===== config.mk =====
export PLATFORM = sky130hd
export DESIGN_NAME = led_pwm_driver
export DESIGN_NICKNAME = d
export VERILOG_FILES = /design/src/rtl/led_pkg.sv /design/src/rtl/led_pwm_timebase.sv /design/src/rtl/led_pwm_driver.sv
export SDC_FILE = /design/constraint.sdc
export NUM_CORES = 1
export LEC_CHECK = 0
export CAP_MARGIN = 20
export CORE_MARGIN = 1
export CORE_UTILIZATION = 35
export CTS_BUF_LIST = sky130_fd_sc_hd__clkbuf_8
export DETAILED_ROUTE_END_ITERATION = 8
export PLACE_DENSITY_LB_ADDON = 0.3
export SETUP_SLACK_MARGIN = 0.3
export SLEW_MARGIN = 0
export SYNTH_ARGS = -nofsm -noshare
export SYNTH_HDL_FRONTEND = slang
export SYNTH_SLANG_ARGS = --single-unit

===== constraint.sdc =====
create_clock -name clk -period 2.5 [get_ports clk]
set_clock_uncertainty 0.05 [all_clocks]
set_input_delay 0.5 -clock clk [delete_from_list [all_inputs] [get_ports clk]]
set_output_delay 0.5 -clock clk [all_outputs]
set_load 0.01 [all_outputs]

===== src/rtl/led_pkg.sv =====
// led_pkg: shared constants, duty type and driver FSM states for the LED PWM driver
package led_pkg;
  localparam int NUM_LEDS_MAX = 16;
  localparam int DUTY_BITS = 8;
  typedef logic [DUTY_BITS-1:0] duty_t;
  typedef enum logic {RUN, LOAD} drv_state_t;
endpackage


===== src/rtl/led_pwm_timebase.sv =====
// led_pwm_timebase: clock prescaler and PWM frame counter; wrap marks the last tick of a frame
module led_pwm_timebase
  import led_pkg::*;
#(
  parameter int PWM_BITS = 8,
  parameter int PRESCALE = 4
) (
  input  logic                clk,
  input  logic                reset_n,
  output logic                tick,
  output logic                wrap,
  output logic [PWM_BITS-1:0] pwm_cnt
);
  localparam int PW = PRESCALE > 1 ? $clog2(PRESCALE) : 1;
  localparam logic [PW-1:0] PRE_MAX = PW'(PRESCALE - 1);
  logic [PW-1:0] pre;
  assign tick = pre == PRE_MAX;
  assign wrap = tick && (&pwm_cnt);
  always_ff @(posedge clk or negedge reset_n)
    if (!reset_n) begin
      pre     <= '0;
      pwm_cnt <= '0;
    end else begin
      pre <= tick ? '0 : pre + 1'b1;
      if (tick) pwm_cnt <= pwm_cnt + 1'b1;
    end
endmodule


===== src/rtl/led_pwm_driver.sv =====
// led_pwm_driver: 16-channel double-buffered PWM LED driver with valid/ready brightness port.
// Optional per-channel blink enabled by defining LED_BLINK_EN.
module led_pwm_driver
  import led_pkg::*;
#(
  parameter int NUM_LEDS = NUM_LEDS_MAX,
  parameter int PWM_BITS = 8,
  parameter int PRESCALE = 4
`ifdef LED_BLINK_EN
  ,
  parameter int BLINK_DIV = 6
`endif
) (
  input  logic                clk,
  input  logic                reset_n,
  input  logic                enable,
  input  logic                cmd_valid,
  output logic                cmd_ready,
  input  logic                cmd_all,
  input  logic [3:0]          cmd_idx,
  input  logic [PWM_BITS-1:0] cmd_duty,
`ifdef LED_BLINK_EN
  input  logic                cmd_blink,
`endif
  output logic [NUM_LEDS-1:0] led,
  output logic                frame_start
);
  logic [PWM_BITS-1:0] pending [NUM_LEDS];
  logic [PWM_BITS-1:0] active [NUM_LEDS];
  logic [PWM_BITS-1:0] pwm_cnt;
  logic [NUM_LEDS-1:0] sel, dark;
  logic                wrap, unused_tick, dirty, hit, load;
  drv_state_t          state, state_nx;

  led_pwm_timebase #(.PWM_BITS(PWM_BITS), .PRESCALE(PRESCALE)) u_tb (
    .clk(clk), .reset_n(reset_n), .tick(unused_tick), .wrap(wrap), .pwm_cnt(pwm_cnt)
  );

  // Out-of-range single-channel writes are swallowed without marking the bank dirty
  assign hit = cmd_valid && cmd_ready && (cmd_all || int'(cmd_idx) < NUM_LEDS);

  always_comb
    for (int i = 0; i < NUM_LEDS; i++) sel[i] = hit && (cmd_all || int'(cmd_idx) == i);

  // A write landing on the wrap cycle still triggers the reload that follows it
  always_comb begin
    load      = state == LOAD;
    cmd_ready = !load;
    state_nx  = load ? RUN : (wrap && (dirty || hit)) ? LOAD : RUN;
  end

  always_ff @(posedge clk or negedge reset_n)
    if (!reset_n) state <= RUN;
    else state <= state_nx;

  always_ff @(posedge clk or negedge reset_n)
    if (!reset_n) begin
      dirty       <= 1'b0;
      frame_start <= 1'b0;
      led         <= '0;
      for (int i = 0; i < NUM_LEDS; i++) begin
        pending[i] <= '0;
        active[i]  <= '0;
      end
    end else begin
      frame_start <= wrap;
      dirty       <= load ? 1'b0 : dirty | hit;
      for (int i = 0; i < NUM_LEDS; i++) begin
        if (sel[i]) pending[i] <= cmd_duty;
        if (load) active[i] <= pending[i];
        led[i] <= enable && (pwm_cnt < active[i]) && !dark[i];
      end
    end

`ifdef LED_BLINK_EN
  logic [NUM_LEDS-1:0]  pend_blink, act_blink;
  logic [BLINK_DIV-1:0] frame_cnt;
  logic                 blink_phase;

  always_ff @(posedge clk or negedge reset_n)
    if (!reset_n) begin
      pend_blink  <= '0;
      act_blink   <= '0;
      frame_cnt   <= '0;
      blink_phase <= 1'b0;
    end else begin
      if (wrap) frame_cnt <= frame_cnt + 1'b1;
      if (wrap && (&frame_cnt)) blink_phase <= !blink_phase;
      if (load) act_blink <= pend_blink;
      for (int i = 0; i < NUM_LEDS; i++)
        if (sel[i]) pend_blink[i] <= cmd_blink;
    end

  assign dark = act_blink & {NUM_LEDS{!blink_phase}};
`else
  assign dark = '0;
`endif
endmodule

==> results.md <==
Detailed routing:
- For this block, the initial DRC count from the detailed router was 333.
- The count of unresolved DRC violations after routing is 0.
- Using the TritonRoute via totals, the vias-per-cell ratio works out to 4.82.
- The post-detailed-route wirelength per cell is 17.5 um.
- The overall routed net length is 30.7 mm.
- For this run, the detailed router's first-pass iteration total came to 4.
- The count of nets left with antenna violations once routing finished came out at 0.
- The final route contains 8445 vias.

Power and ir drop:
- In this run the power density over the cells is 638 mW/mm2.
- Of the total power, combinational logic draws 0.078.
- Internal power comes to 7.79 mW.
- VDD sags by at most 390 uV.
- Of the total power, the clock network draws 0.423.
- The sequential share of power is 0.500.
- For this design the static power due to leakage is 7.21 nW.
- Of the total power, the share spent switching nets is 0.237.
- For this design the total switching power over the nets is 2.41 mW.

Floorplanning:
- In this run the count of I/O pins placed on the die edge is 35.
- The chip height is 199 um.
- For this configuration, the core starts out at a cell density of 0.359.
- The floorplan step defined a die boundary enclosing 0.0398 mm2.
- The die is 199 um wide.
- The number of core rows is 71.
- The core region area is 0.0380 mm2.

STA:
- The final period demand of the worst path is 2.09 ns.
- Derived from the worst setup path, the maximum achievable clock frequency is 479 MHz.
- The number of setup violations in the final report is 0.
- Of the available clock period, the critical path in the final layout requires 0.835.
- Setup repair after global routing left no endpoint under its margin.
- The final hold violation count is 0.
- Measured against its own limit, the worst slew margin works out to 0.618.
- For the pin with the worst max-slew slack, the measured transition is 0.573 ns.
- The number of max-slew violations in the final report is 0.
- The worst hold slack is 0.377 ns.
- For the final routed database, the setup TNS stands at 0 ns.

Yosys:
- The count of state elements after synthesis is 285.
- The most used flip-flop cell after synthesis is dfrtp_1.
- The share of synthesized area in the top cell type comes to 0.523.
- In this run the cell area of the synthesized design comes to 0.0136 mm2.
- The register area share after synthesis is 0.523.
- The count of different cell masters after synthesis is 39.
- The synthesized design spends more area on one cell type than any other, namely dfrtp_1.
- For this run, the number of Yosys warnings is 0.
- Yosys instantiated no cell more often than dfrtp_1.
- The share of flip-flops with an asynchronous set or reset after synthesis is 1.00.
- Yosys mapped a number of flops with a built-in enable equal to 0.
- After synthesis, the cell types taking the most area are dfrtp_1 52%, ha_1 10%, mux2_2 8.5%.
- A synthesized cell averages 12.3 um2.
- Counting instances in the post-synthesis netlist gives the leading cell types as 285 x dfrtp_1, 128 x o21ai_0, 114 x ha_1, 114 x inv_1, 114 x nand2_1.
- The post-synth net total is 1243.
- The number of instances in the synthesized netlist is 1112.

Place:
- The count of input and output buffers is 34.
- Once detailed placement completed, the half-perimeter wirelength came to 19.1 mm.
- Routability-driven placement finished with a final weighted congestion of 0.779.
- After detailed placement, the total cell area comes to 0.0150 mm2.

Job:
- Max-cap violations in this run came to 0.

Outcome:
- The flow ran to the end, and the final reports show no timing, DRC or antenna violations.

Critical path:
- Of all nets on the critical path, the largest fanout is 9.
- The setup path with the least slack is of type flip-flop to flip-flop.
- At the worst endpoint, the required time is 2.84 ns.
- STA classifies the critical path startpoint as a flip-flop.
- Data on the critical path arrives at its endpoint at 2.43 ns.
- STA classifies the critical path endpoint as a flip-flop.

CTS:
- Clock latency on the worst-skew pair, taken at its later pin, is 0.58 ns.
- The tree built by TritonCTS fans out to 285 sinks.
- The TritonCTS clock tree is yes.
- The largest buffer count on any clock path is 3.
- The number of buffers added by the clock tree synthesis step is 52.
- The total number of H-tree levels is 2.
- Buffers added to address setup during post-CTS repair amount to 0.
- Clock-pin slew was measured on the worst setup and hold paths at 0.06 ns.
- CTS placed an instance of clkbuf_8 at the clock tree root.

Global route:
- The number of antenna violations at the first check in global routing came to 0.
- In the global route stage, overall resource usage came out at 0.164.
- The overall overflow remaining after global route is 0.
- Entering global routing, the biggest net connects 139 pins.
- The global-route wire length before repair is 50.0 mm.
- The number of global-route vias before repair is 8850.

Finish:
- The fraction of final layout cells with drive strength greater than 1 is 0.239.
- The final layout contains 1336 nets.
- The relative area change from synthesis to final layout is 17.3%.
- The cell area after layout is 0.0160 mm2.
- The filler cells instantiated in the layout total 3644.

Worst hold path:
- The path category of the worst min-delay check is flip-flop to flip-flop.
-- kinds of logic (layout without fill, tap and decap cells) --
family	count (synthesis)	in the layout	synth area share
other	0	1	0
and+or+nand+nor	175	175	0.0707
DFF	285	285	0.523
AOI/OAI and AO/OA	224	224	0.115
buffers and inverters	162	290	0.0516
xor gates and xnor gates	7	7	0.00449
muxes	145	145	0.131
adders and majority gates	114	114	0.105
-- worst max-delay path, stage by stage (launching register included) --
cell and delay, ns:
dfrtp_1 0.49, buf_4 0.27, ha_1 0.26, o211ai_1 0.16, o21ai_0 0.13, a221oi_1 0.54
-- sequential cells by signal (all words and copies together) (netlist names) --
name / count
active: 128
dirty: 1
frame_start: 1
led: 16
load: 1
pending: 128
u_tb.pre: 2
u_tb.pwm_cnt: 8
-- final timing paths --
path | start | endpoint | depth (start not counted) | slack (ns)
worst min register to register | u_tb.pre[0] | u_tb.pre[0] | 1 | 0.38
max in group asynchronous | reset_n | active[32] | 3 | 1.22
worst max register to register | u_tb.pwm_cnt[1] | led[11] | 5 | 0.41
worst max-delay path | u_tb.pwm_cnt[1] | led[11] | 5 | 0.41
worst min-delay path | u_tb.pre[0] | u_tb.pre[0] | 1 | 0.38
min in group asynchronous | reset_n | led[3] | 2 | 0.42
-- per-layer routing --
metal	up-vias	global-route usage	part of all wire
met3	53	0.0250	0.033
met5	-	0	0
li1	4081	-	-
met1	4165	0.224	0.48
met4	0	0.0512	0.021
met2	146	0.269	0.47
-- cell type report --
cell class                      instances  area (um2)  share of cell area
Sequential cell                       285        7140               0.446
Inverter                              114         428              0.0267
Timing Repair Buffer                   87         952              0.0595
Antenna cell                            1        2.50            0.000156
Tap cell                              511         639              0.0400
Clock buffer                           68         936              0.0585
Multi-Input combinational cell        665        5810               0.363
Clock inverter                         21        98.8             0.00618
-- power by group through the flow --
stage          combinational, mW  clock [mW]  sequential, mW
6_report                   0.794        4.31            5.10
5_1_grt                    0.864        4.65            5.13
4_1_cts                    0.813        4.46            5.09
3_5_place_dp               0.809           0            5.17
3_3_place_gp               0.789           0            5.17
2_1_floorplan              0.510           0            5.12
-- layout by cell type (no fill, tap or decap), types with 5 or more instances in the layout --
cell type | synthesis | layout
a211oi_1 | 16 | 16
a21o_1 | 16 | 16
a221oi_1 | 16 | 16
buf_12 | 1 | 17
buf_4 | 1 | 35
clkbuf_8 | 0 | 68
clkdlybuf4s50_1 | 0 | 31
dfrtp_1 | 285 | 283
ha_1 | 114 | 114
inv_1 | 114 | 129
mux2_2 | 103 | 103
mux2_4 | 40 | 40
nand2_1 | 114 | 114
nand2b_1 | 16 | 16
nor2_1 | 5 | 5
nor3b_1 | 16 | 16
o2111a_1 | 16 | 16
o211ai_1 | 16 | 16
o21ai_0 | 128 | 128
o21ai_4 | 15 | 15
-- per-stage QoR --
step | utilization | cells | worst slack (ns) | power [mW]
2_1_floorplan | - | 1112 | 0.810 | 5.63
3_3_place_gp | 0.393 | 1661 | 0.216 | 5.96
3_5_place_dp | 0.393 | 1661 | 0.185 | 5.98
4_1_cts | 0.421 | 1751 | 0.357 | 10.4
5_1_grt | 0.421 | 1751 | 0.357 | 10.7
6_report | 0.421 | 1752 | 0.412 | 10.2
-- timing repair --
item / 4_1_cts / 5_1_grt
hold endpoints to repair: 53 / 0
endpoints found under the setup margin: 1 / 1
gates cloned: 0 / 0
gates resized for setup: 1 / 1
hold buffers: 1 / 0
(Power assumes the default switching activity.)
